--- src/rtl/cmsdk_ahb_pkg.sv ---
// Shared AHB-Lite encodings and the legal pipeline states of the command-stream master.
package cmsdk_ahb_pkg;

    localparam logic [1:0] HTRANS_IDLE   = 2'b00;
    localparam logic [1:0] HTRANS_NONSEQ = 2'b10;

    localparam logic [2:0] HSIZE_BYTE = 3'b000;
    localparam logic [2:0] HSIZE_HALF = 3'b001;
    localparam logic [2:0] HSIZE_WORD = 3'b010;

    localparam logic [2:0] HBURST_SINGLE   = 3'b000;
    localparam logic [3:0] HPROT_DATA_PRIV = 4'b0011;

    // Encoding is {ap_v, dp_v, err1, abort_pending}; these are the only reachable combinations.
    typedef enum logic [3:0] {
        ST_IDLE       = 4'b0000,
        ST_AP         = 4'b1000,
        ST_DP         = 4'b0100,
        ST_AP_DP      = 4'b1100,
        ST_ERR1       = 4'b0110,
        ST_ERR1_ABORT = 4'b0111,
        ST_ABORT      = 4'b0001
    } pipe_state_e;

    function automatic logic [2:0] hsize_of(input logic [1:0] size);
        return (size == 2'd3) ? HSIZE_WORD : {1'b0, size};
    endfunction

endpackage

--- src/rtl/cmsdk_ahb_master_lanes.sv ---
// Byte-lane steering for the master: address alignment, write replication and read extraction.
module cmsdk_ahb_master_lanes
    import cmsdk_ahb_pkg::*;
#(
    parameter int AW = 32,
    parameter int BE = 0
) (
    input  logic [AW-1:0] cmd_addr,
    input  logic [2:0]    cmd_hsize,
    input  logic [31:0]   cmd_wdata,
    output logic [AW-1:0] haddr_aligned,
    output logic [31:0]   hwdata_rep,
    input  logic [1:0]    rd_addr,
    input  logic [2:0]    rd_hsize,
    input  logic [31:0]   hrdata,
    output logic [31:0]   rd_data
);

    logic [1:0]  lane;
    logic [4:0]  shift;
    logic [31:0] mask;

    always_comb begin
        haddr_aligned = cmd_addr;
        hwdata_rep    = cmd_wdata;
        case (cmd_hsize)
            HSIZE_BYTE: hwdata_rep = {4{cmd_wdata[7:0]}};
            HSIZE_HALF: begin
                haddr_aligned[0] = 1'b0;
                hwdata_rep       = {2{cmd_wdata[15:0]}};
            end
            default:    haddr_aligned[1:0] = 2'b00;
        endcase
    end

    // Big-endian mirrors the lane index, so the lowest lane used by a halfword is 2 - offset.
    always_comb begin
        case (rd_hsize)
            HSIZE_BYTE: begin
                lane = (BE != 0) ? ~rd_addr : rd_addr;
                mask = 32'h0000_00FF;
            end
            HSIZE_HALF: begin
                lane = (BE != 0) ? {~rd_addr[1], 1'b0} : {rd_addr[1], 1'b0};
                mask = 32'h0000_FFFF;
            end
            default: begin
                lane = 2'b00;
                mask = 32'hFFFF_FFFF;
            end
        endcase
        shift   = {lane, 3'b000};
        rd_data = (hrdata >> shift) & mask;
    end

endmodule

--- src/rtl/cmsdk_ahb_lite_master.sv ---
// AHB-Lite initiator: turns a valid/ready command stream into pipelined SINGLE transfers
// with an address-phase and a data-phase register and two-cycle ERROR handling.
module cmsdk_ahb_lite_master
    import cmsdk_ahb_pkg::*;
#(
    parameter int AW = 32,
    parameter int BE = 0
) (
    input  logic          HCLK,
    input  logic          HRESET,
    // Command handshake: a command transfers on an HCLK edge with cmd_valid & cmd_ready;
    // rsp_valid is a one-cycle pulse per command, in order, with no backpressure.
    input  logic          cmd_valid,
    output logic          cmd_ready,
    input  logic          cmd_write,
    input  logic [1:0]    cmd_size,
    input  logic [AW-1:0] cmd_addr,
    input  logic [31:0]   cmd_wdata,
    output logic          rsp_valid,
    output logic [31:0]   rsp_rdata,
    output logic          rsp_err,
    output logic          rsp_abort,
    output logic [AW-1:0] HADDR,
    output logic [1:0]    HTRANS,
    output logic [2:0]    HSIZE,
    output logic          HWRITE,
    output logic [31:0]   HWDATA,
    output logic [2:0]    HBURST,
    output logic [3:0]    HPROT,
    output logic          HMASTLOCK,
    input  logic [31:0]   HRDATA,
    input  logic          HREADY,
    input  logic          HRESP,
    output pipe_state_e   dbg_state
);

    logic          ap_v, ap_write;
    logic [2:0]    ap_hsize;
    logic [AW-1:0] ap_addr;
    logic [31:0]   ap_wdata;
    logic          dp_v, dp_write;
    logic [2:0]    dp_hsize;
    logic [1:0]    dp_addr;
    logic [31:0]   hwdata_q;
    logic          err1, abort_pending;

    logic [2:0]    cmd_hsize;
    logic [AW-1:0] addr_aligned;
    logic [31:0]   wdata_rep, rd_data;
    logic          accept, err_start;

    assign cmd_hsize = hsize_of(cmd_size);
    assign cmd_ready = !HRESET && !err1 && (!ap_v || HREADY);
    assign accept    = cmd_valid && cmd_ready;
    assign err_start = dp_v && HRESP && !HREADY && !err1;

    cmsdk_ahb_master_lanes #(.AW(AW), .BE(BE)) u_lanes (
        .cmd_addr      (cmd_addr),
        .cmd_hsize     (cmd_hsize),
        .cmd_wdata     (cmd_wdata),
        .haddr_aligned (addr_aligned),
        .hwdata_rep    (wdata_rep),
        .rd_addr       (dp_addr),
        .rd_hsize      (dp_hsize),
        .hrdata        (HRDATA),
        .rd_data       (rd_data)
    );

    assign HADDR     = ap_addr;
    assign HTRANS    = ap_v ? HTRANS_NONSEQ : HTRANS_IDLE;
    assign HSIZE     = ap_hsize;
    assign HWRITE    = ap_write;
    assign HWDATA    = hwdata_q;
    assign HBURST    = HBURST_SINGLE;
    assign HPROT     = HPROT_DATA_PRIV;
    assign HMASTLOCK = 1'b0;
    assign dbg_state = pipe_state_e'({ap_v, dp_v, err1, abort_pending});

    always_ff @(posedge HCLK) begin
        if (HRESET) begin
            ap_v          <= 1'b0;
            ap_write      <= 1'b0;
            ap_hsize      <= 3'b000;
            ap_addr       <= '0;
            ap_wdata      <= '0;
            dp_v          <= 1'b0;
            dp_write      <= 1'b0;
            dp_hsize      <= 3'b000;
            dp_addr       <= 2'b00;
            hwdata_q      <= '0;
            err1          <= 1'b0;
            abort_pending <= 1'b0;
            rsp_valid     <= 1'b0;
            rsp_rdata     <= '0;
            rsp_err       <= 1'b0;
            rsp_abort     <= 1'b0;
        end else begin
            rsp_valid <= 1'b0;
            rsp_rdata <= '0;
            rsp_err   <= 1'b0;
            rsp_abort <= 1'b0;

            // The cancelled address phase reports one cycle after the errored data phase.
            if (abort_pending && !err1) begin
                rsp_valid     <= 1'b1;
                rsp_err       <= 1'b1;
                rsp_abort     <= 1'b1;
                abort_pending <= 1'b0;
            end

            if (err_start) begin
                err1          <= 1'b1;
                abort_pending <= ap_v || accept;
                ap_v          <= 1'b0;
            end else begin
                if (HREADY) begin
                    err1 <= 1'b0;
                    if (dp_v) begin
                        rsp_valid <= 1'b1;
                        rsp_err   <= HRESP;
                        rsp_rdata <= (dp_write || HRESP) ? 32'h0 : rd_data;
                    end
                    dp_v <= ap_v;
                    if (ap_v) begin
                        dp_write <= ap_write;
                        dp_hsize <= ap_hsize;
                        dp_addr  <= ap_addr[1:0];
                        hwdata_q <= ap_wdata;
                    end
                end
                if (accept) begin
                    ap_v     <= 1'b1;
                    ap_addr  <= addr_aligned;
                    ap_hsize <= cmd_hsize;
                    ap_write <= cmd_write;
                    ap_wdata <= wdata_rep;
                end else if (HREADY) begin
                    ap_v <= 1'b0;
                end
            end
        end
    end

endmodule

--- config.mk ---
export PLATFORM = sky130hd
export DESIGN_NAME = cmsdk_ahb_lite_master
export DESIGN_NICKNAME = d
export VERILOG_FILES = /design/src/rtl/cmsdk_ahb_pkg.sv /design/src/rtl/cmsdk_ahb_master_lanes.sv /design/src/rtl/cmsdk_ahb_lite_master.sv
export SDC_FILE = /design/constraint.sdc
export NUM_CORES = 1
export LEC_CHECK = 0
export ABC_AREA = 0
export BUFFER_PORTS_ARGS = -buffer_cell sky130_fd_sc_hd__buf_4
export CORE_ASPECT_RATIO = 0.6
export CORE_MARGIN = 2
export CORE_UTILIZATION = 52
export DETAILED_ROUTE_END_ITERATION = 7
export PLACE_DENSITY = 0.88
export SYNTH_ARGS = -nofsm -noshare
export SYNTH_HDL_FRONTEND = slang
export SYNTH_SLANG_ARGS = --single-unit
--- constraint.sdc ---
create_clock -name HCLK -period 3.4 [get_ports HCLK]
set_input_delay 0.17 -clock HCLK [delete_from_list [all_inputs] [get_ports HCLK]]
set_output_delay 0.17 -clock HCLK [all_outputs]
set_load 0.05 [all_outputs]
### After elaboration in Yosys (flattened, before gate mapping)

Cells that the tools add are included.

* bits in registers: 145
* latch bits: 0
* RAM bits: 0
* memory bits (read-only): 0
* bits of input ports: 104
* output and inout bits: 118
* logic and storage cells: 68
* memories: 0

* add/sub/neg operators: 0
* $mul: 0
* divide/modulo/power cells: 0
* $lt $le $gt $ge: 0
* equality and inequality tests: 3
* shift operators: 1
* muxes and demuxes: 19
* bitwise operators: 4
* reduce and logical (&&, ||, !) cells: 25

Operators by type and width (count)
* $pmux 32 s2: 2
* $and 32x32->32: 1
* $shr 32x5->32: 1
* $mux 1: 14
* $logic_and 1x1->1: 7
* $logic_not 3->1: 2
* $reduce_bool 2->1: 3
* $reduce_or 5->1: 1
* $logic_not 1->1: 4
* $mux 2: 2
* $pmux 2 s2: 1
* $reduce_and 2->1: 2
* $reduce_or 2->1: 2
* $eq 3x1->1 const B: 1
* $logic_or 1x1->1: 3
* $not 1->1: 3
* $reduce_and 3->1: 1
* $eq 2x1->1 const B: 1
* $eq 2x2->1 const B: 1

### Depth between registers and ports, before layout

Gate-level depths: netlist of run 1.

* depth after elaboration: 6
* gate-level depth with buffers: 6
* gate-level depth less buffers: 4

### Cells and area by module

A second synthesis of run 1 with hierarchy kept.

* cells, all modules: 634
* area total of the unflattened synthesis: 6252.2 um2

By module, submodules not included
* cmsdk_ahb_lite_master: times used 1, cells an instance 493, area each 5116.2 um2, sequential area each 2862.7 um2
* cmsdk_ahb_master_lanes: times used 1, cells an instance 141, area each 1136.1 um2, sequential area each 0.0 um2

### Least setup slack after synthesis of run 1

OpenSTA, ideal clock, no wires.

* path type: in2out
* from: in HRESET
* to: out cmd_ready
* arrival: 1.650 ns
* required time: 3.230 ns
* path slack: 1.580 ns
* cell stages on the path: 3
* path buffers: 2
* cells stage by stage: clkbuf_1 > clkbuf_1 > nor3_1

* word-level cells in the longest chain between the ends: 3

Ends and longest elaborated chain
* start: declaration: line cmsdk_ahb_lite_master.sv:10 `input logic HRESET,`
* $logic_not 1->1: line cmsdk_ahb_lite_master.sv:53 `assign cmd_ready = !HRESET && !err1 && (!ap_v || HREADY);`
* $logic_and 1x1->1 (2 in a row): line cmsdk_ahb_lite_master.sv:53
* end: declaration: line cmsdk_ahb_lite_master.sv:14 `output logic cmd_ready,`

Every way passes these cells.

### Final worst setup path of run 1

* from: reg err1
* to: reg ap_addr[8] (netlist: HADDR[8])

* word-level cells in the longest chain between the ends: 5

Ends and longest elaborated chain
* start: declaration: line cmsdk_ahb_lite_master.sv:45 `logic err1, abort_pending;`
* start signal: assignment: line cmsdk_ahb_lite_master.sv:91 `err1 <= 1'b0;`
* start signal: assignment: line cmsdk_ahb_lite_master.sv:112 `err1 <= 1'b1;`
* start signal: assignment: line cmsdk_ahb_lite_master.sv:117 `err1 <= 1'b0;`
* $logic_not 1->1 *: line cmsdk_ahb_lite_master.sv:53, cmsdk_ahb_lite_master.sv:55
* $logic_and 1x1->1 (2 in a row): line cmsdk_ahb_lite_master.sv:53
* $logic_and 1x1->1: line cmsdk_ahb_lite_master.sv:54 `assign accept = cmd_valid && cmd_ready;`
* $reduce_and 2->1 (no line) *
* end signal: assignment: line cmsdk_ahb_lite_master.sv:133 `ap_addr <= addr_aligned;`
* end: declaration: line cmsdk_ahb_lite_master.sv:39 `logic [AW-1:0] ap_addr;`

Every way passes the cells marked *; elsewhere a longest branch is shown, timed or not.
A chain may end at the register's enable or synchronous reset.

==> results.json, run 1 <==
{
  "slew_headroom_pct": 26.7,
  "switching_share_pct": 26.6,
  "pwr-share-comb_pct": 12.3,
  "utilization_pct": 74.6,
  "setup_viol": 0,
  "power_mw": 4.08,
  "detail_route.iter0.violations": 585,
  "nNetsFinal": 972,
  "final_common_cell": "buf_4",
  "reg2reg_depth": 5,
  "via_per_inst": 5.39,
  "fp.dieW_um": 139,
  "cts_sinks": 143,
  "io_pins": 222,
  "yosysSeqAreaShare_pct": 50.5,
  "htreeDepth": 4,
  "skew_ps": 12.9,
  "n_antenna_cell": 0,
  "holdPathStages": 2,
  "cp-end-kind": "flop",
  "routed_wl_um": 17200,
  "arrival_ps": 2510,
  "async_flop_share_pct": 0,
  "core_area_mm2": 0.0106,
  "clkPwrFrac_pct": 44.6,
  "crit_type": "reg -> reg",
  "power_density_mw_per_mm2": 516,
  "clk_latency_ps": 410,
  "core.rowCount": 29,
  "cp.required_ps": 3630,
  "synth_area_mm2": 0.00567,
  "intPower_mw": 3.00,
  "dpl_worst_slack_ps": 1130,
  "status": "finished clean",
  "p_leak_nw": 3.33,
  "max_cap_viol_count": 0,
  "setup_tns_ps": 0,
  "drc": 0,
  "grt_usage_pct": 28.6,
  "ys_ff_latch": 143,
  "reg2reg_from": "err1",
  "clk_pin_slew_ps": 60,
  "layout_common_cells": "buf_4, nand2_1, dfxtp_1",
  "drt_first_pass_iters": 5,
  "finalHoldViolations": 0,
  "place_congestion": 0.910,
  "start_util_pct": 53.5,
  "cts_tree": "built",
  "syn2layout_area_growth_pct": 39.6,
  "worstReg2RegEnd": "HADDR[8]",
  "ant_nets": 0,
  "start_kind": "flop",
  "io_buffers": 211,
  "min_period_ps": 2280,
  "worst_pin_slew_ps": 1100,
  "drive_gt1_share_pct": 29.9,
  "max_freq_ghz": 0.438,
  "syn_inst": 676,
  "dieHeight_um": 84.9,
  "clk_path_buf_depth": 2,
  "crit_fanout": 27,
  "wl_per_cell_um": 16.8,
  "slew_viol_final": 0,
  "p_switching_mw": 1.09,
  "yosys_warnings": 0,
  "hold_end": "rsp_rdata[16]",
  "hpwl_um": 12000,
  "fin_crit_sh_pct": 67.1,
  "synth_area_per_cell_um2": 8.38,
  "grt_max_degree": 111,
  "ys_types": 32,
  "hp-class": "in -> reg",
  "power.share.sequential_pct": 43.1,
  "worstHoldStart": "HRDATA[16]",
  "grt_pass1_vias": 5151,
  "reg2reg_slack_ps": 1120,
  "vias": 5500,
  "numCtsBuffers": 17,
  "ys.flop_type": "dfxtp_1",
  "synth_edf_count": 0,
  "peakVddDrop_uv": 477,
  "fin_ws_ps": 1120,
  "overflow": 0,
  "die_area_mm2": 0.0118,
  "root_buffer": "clkbuf_16",
  "rsz0062_at_grt": "no",
  "grt_pass1_wl_um": 27000,
  "antenna_found_initial": 0
}
## registers in the layout, indices dropped and copies added (netlist names), 2 cells and up
register and flops:
ap_wdata 32, rsp_rdata 32, dp_hsize 2, HWDATA 32, HADDR 32, dp_addr 2, HSIZE 2
## power by group through the flow
stage          sequential (mW)  clock [mW]  combinational [mW]
3_3_place_gp              1.79           0               0.470
4_1_cts                   1.76        1.84               0.492
6_report                  1.76        1.82               0.501
3_5_place_dp              1.79           0               0.480
5_1_grt                   1.76        1.92               0.534
2_1_floorplan             1.87           0               0.213
## cell type report
type                            count  area [um^2]
Fill cell                         769         2690
Clock buffer                       20          467
Sequential cell                   143         2860
Multi-Input combinational cell    474         2500
Clock inverter                     12          123
Timing Repair Buffer              232         1780
Tap cell                          139          174
## cells by family (layout without fill, tap and decap cells)
family,Yosys count,after routing,share of synthesized area (%)
multiplexers,40,40,7.24
buffers and inverters,67,264,5.92
flip-flops,143,143,50.5
other,2,10,0.133
AO/OA/AOI/OAI,142,142,14.2
AND/OR/NAND/NOR,282,282,22.0
## metrics by stage
stage	hold WS, ps	cells	cell area, um^2
final	9.94	1020	7910
after global routing	0.215	1020	7910
after CTS	1.73	1016	7870
after detailed placement	401	973	7170
after global placement	385	973	7170
after floorplan	249	684	5700
## how the worst max path moves through the flow
stage | startpoint | to | cells past startpoint
finish | err1 | HADDR[8] | 5
global placement | err1 | HADDR[3] | 5
global route | err1 | HADDR[5] | 5
CTS | err1 | HADDR[8] | 5
floorplan | HRESET | cmd_ready | 3
detailed placement | err1 | HADDR[8] | 5
## routing by layer
layer | routed length (um) | part of all wire, % | GRT usage (%)
met5 | 0 | 0 | 0
met4 | 349 | 2.0 | 9.00
met3 | 1840 | 11 | 8.80
met2 | 7890 | 46 | 45.1
met1 | 7090 | 41 | 38.2
## synth_stat cells, types with 2 or more instances
| master | number | area, um^2 |
|---|---|---|
| nand2_1 | 191 | 717 |
| dfxtp_1 | 143 | 2860 |
| a21oi_1 | 99 | 495 |
| mux2i_1 | 32 | 320 |
| clkbuf_1 | 30 | 113 |
| nor2_1 | 30 | 113 |
| and2_1 | 26 | 163 |
| a211oi_1 | 24 | 180 |
| buf_4 | 16 | 120 |
| buf_2 | 13 | 65.1 |
| o21ai_0 | 9 | 45.0 |
| mux2_2 | 8 | 90.1 |
| nand3_1 | 8 | 40.0 |
| nor4bb_1 | 8 | 80.1 |
| buf_1 | 7 | 26.3 |
| o221ai_1 | 7 | 61.3 |
| nand2b_1 | 3 | 18.8 |
| nor2b_1 | 3 | 18.8 |
| nor3_1 | 3 | 15.0 |
| conb_1 | 2 | 7.51 |
| nand3b_1 | 2 | 15.0 |
| nor2_2 | 2 | 12.5 |
## critical path, cell delays in order (launching register included)
cell       delay, ps
dfxtp_1          460
and4bb_2         290
nand4bb_2        690
buf_4            470
nand2_1          110
a21oi_1           70
## what timing repair did
action / CTS / global route
setup buffers: 0 / 0
endpoints found under the hold margin: 11 / 4
resized for setup: 0 / 0
setup endpoints to repair: 0 / 0
hold buffers: 11 / 4
(Power assumes the default switching activity.)
==> run 2, diff against run 1 <==
ABC_AREA = 1   (was 0)
CORE_UTILIZATION = 45   (was 52)
PLACE_DENSITY = 0.8   (was 0.88)
clock period = 2 ns   (was 3.4 ns; I/O delays follow)
==> run 2 against run 1 <==
Against the previous run: register-to-register slack worse by 760 ps; critical endpoint is now HADDR[17]; global-route usage shrank 3.3 points; sequential power is 74% higher; utilization down 7.8 points; setup slack got worse by 770 ps; area after synthesis up 6.9%; clock power increased by 73%; highest routed layer unchanged; die area rose by 23%; critical path type is now in -> reg; synthesized cell count grew 32%; first-iteration DRC count down 22%; critical path depth increased by 5.
==> results.json, run 2 <==
{
  "vias": 6309,
  "die_area_mm2": 0.0144,
  "root_buffer": "clkbuf_16",
  "cts_sinks": 143,
  "slew_viol_final": 0,
  "worst_pin_slew_ps": 585,
  "antenna_found_initial": 0,
  "hp-class": "in -> reg",
  "arrival_ps": 1960,
  "synth_area_mm2": 0.00606,
  "ant_nets": 0,
  "synthTopCellsByCount": "nor2_1, nand2_1, dfxtp_1",
  "overflow": 0,
  "fp.dieW_um": 154,
  "detail_route.iter0.violations": 457,
  "crit_type": "in -> reg",
  "io_pins": 222,
  "yosys_warnings": 0,
  "nNetsFinal": 1229,
  "dieHeight_um": 93.9,
  "syn2layout_area_growth_pct": 43.3,
  "synth_area_per_cell_um2": 6.80,
  "synth_edf_count": 0,
  "clk_path_buf_depth": 2,
  "syn_inst": 890,
  "via_per_inst": 4.82,
  "async_flop_share_pct": 0,
  "p_leak_nw": 4.36,
  "crit_fanout": 116,
  "numCtsBuffers": 17,
  "max_cap_viol_count": 0,
  "clk_pin_slew_ps": 60,
  "post_cts_buffers": 0,
  "ys.flop_type": "dfxtp_1",
  "cts_tree": "built",
  "drc": 0,
  "grt_usage_pct": 25.3,
  "ys_ff_latch": 143,
  "grt_pass1_vias": 5815,
  "synthTopCellsByArea": "dfxtp_1, nor2_1, nand2_1",
  "start_kind": "input pin",
  "rsz0062_at_grt": "no",
  "htreeDepth": 4,
  "status": "finished clean",
  "setup_tns_ps": 0,
  "layout_common_cells": "nor2_1, buf_4, nand2_1",
  "yosysSeqAreaShare_pct": 47.3,
  "core.rowCount": 32,
  "wl_per_cell_um": 13.9,
  "io_buffers": 211,
  "grt_pass1_wl_um": 28900,
  "drt_first_pass_iters": 5,
  "power_density_mw_per_mm2": 865,
  "synth.top_cell.area_share_pct": 47.3,
  "power_mw": 7.50,
  "min_period_ps": 1660,
  "cp.required_ps": 2310,
  "setup_viol": 0,
  "clk_latency_ps": 410,
  "finalHoldViolations": 0,
  "max_freq_ghz": 0.604,
  "hpwl_um": 12200,
  "synth_top_cell_by_area": "dfxtp_1",
  "fin_crit_sh_pct": 82.8,
  "skew_ps": 10.1,
  "drive_gt1_share_pct": 23.5,
  "peakVddDrop_uv": 579,
  "cp-end-kind": "flop",
  "ys_types": 26,
  "place_congestion": 0.937,
  "core_area_mm2": 0.0130,
  "routed_wl_um": 18200,
  "final_common_cell": "nor2_1",
  "slew_headroom_pct": 60.9,
  "yosysMostFrequentCell": "nor2_1",
  "start_util_pct": 46.7,
  "grt_max_degree": 117
}
[run 2: where the power goes]
part           total [mW]  switching [mW]  internal [mW]
clock network        3.15            1.29           1.86
registers            3.06          0.0785           2.98
logic                1.30           0.813          0.483
total                7.50            2.18           5.32
[run 2: worst max-delay path: stages]
cell,delay (ps)
dlygate4sd3_1,550
buf_4,130
inv_2,40
nand2_1,130
nand3_2,130
nor2_4,120
buf_12,350
nand2_1,160
nand2_1,120
nor2_1,50
[run 2: area by class of cell]
cell class                 instances  area (um^2)
multi-input combinational        615         2570
antenna                            1         2.50
timing repair buffer             267         2140
inverter                          81          304
clock inverter                    13          155
sequential                       143         2860
clock buffer                      18          429
tap                              170          213
fill                            1084         4300
[run 2: through the flow]
step                      worst slack, ps  utilization (%)  instances  hold WS, ps  area [um^2]
after detailed placement              389             59.0       1232          352         7650
after floorplan                       771                -        898          212         6090
final                                 345             66.9       1308         17.0         8680
after global routing                  204             66.9       1307         29.9         8670
after global placement                418             59.0       1232          352         7650
after CTS                             385             66.9       1307         1.57         8670
[run 2: final timing paths]
path | start | slack, ps | endpoint | cells after the start
worst max register to register | dp_hsize[1] | 360 | rsp_rdata[0] | 6
worst min-delay path | cmd_addr[6] | 20 | HADDR[6] | 5
worst max-delay path | HREADY | 340 | HADDR[17] | 10
worst min register to register | ap_wdata[8] | 470 | ap_wdata[8] | 2
[run 2: metal layers]
metal,up-vias,GRT usage [%],share of wire [%]
li1,3151,-,-
met1,2859,35.1,45
met2,276,38.2,44
met3,23,7.80,9.8
met4,0,7.03,1.1
met5,-,0,0
[run 2: cells by family (layout without fill, tap and decap cells)]
| logic type | count (synthesis) | count (layout) | share of synthesized area, % |
|---|---|---|---|
| buf+inv | 140 | 379 | 10.8 |
| flops | 143 | 143 | 47.3 |
| simple gates | 524 | 524 | 34.7 |
| compound gates | 81 | 81 | 7.11 |
| other cells | 2 | 11 | 0.124 |
[run 2: timing repair]
item / in CTS / in global routing
endpoints found under the setup margin: 0 / 0
endpoints found under the hold margin: 57 / 0
resized for setup: 0 / 0
hold buffers: 44 / 0
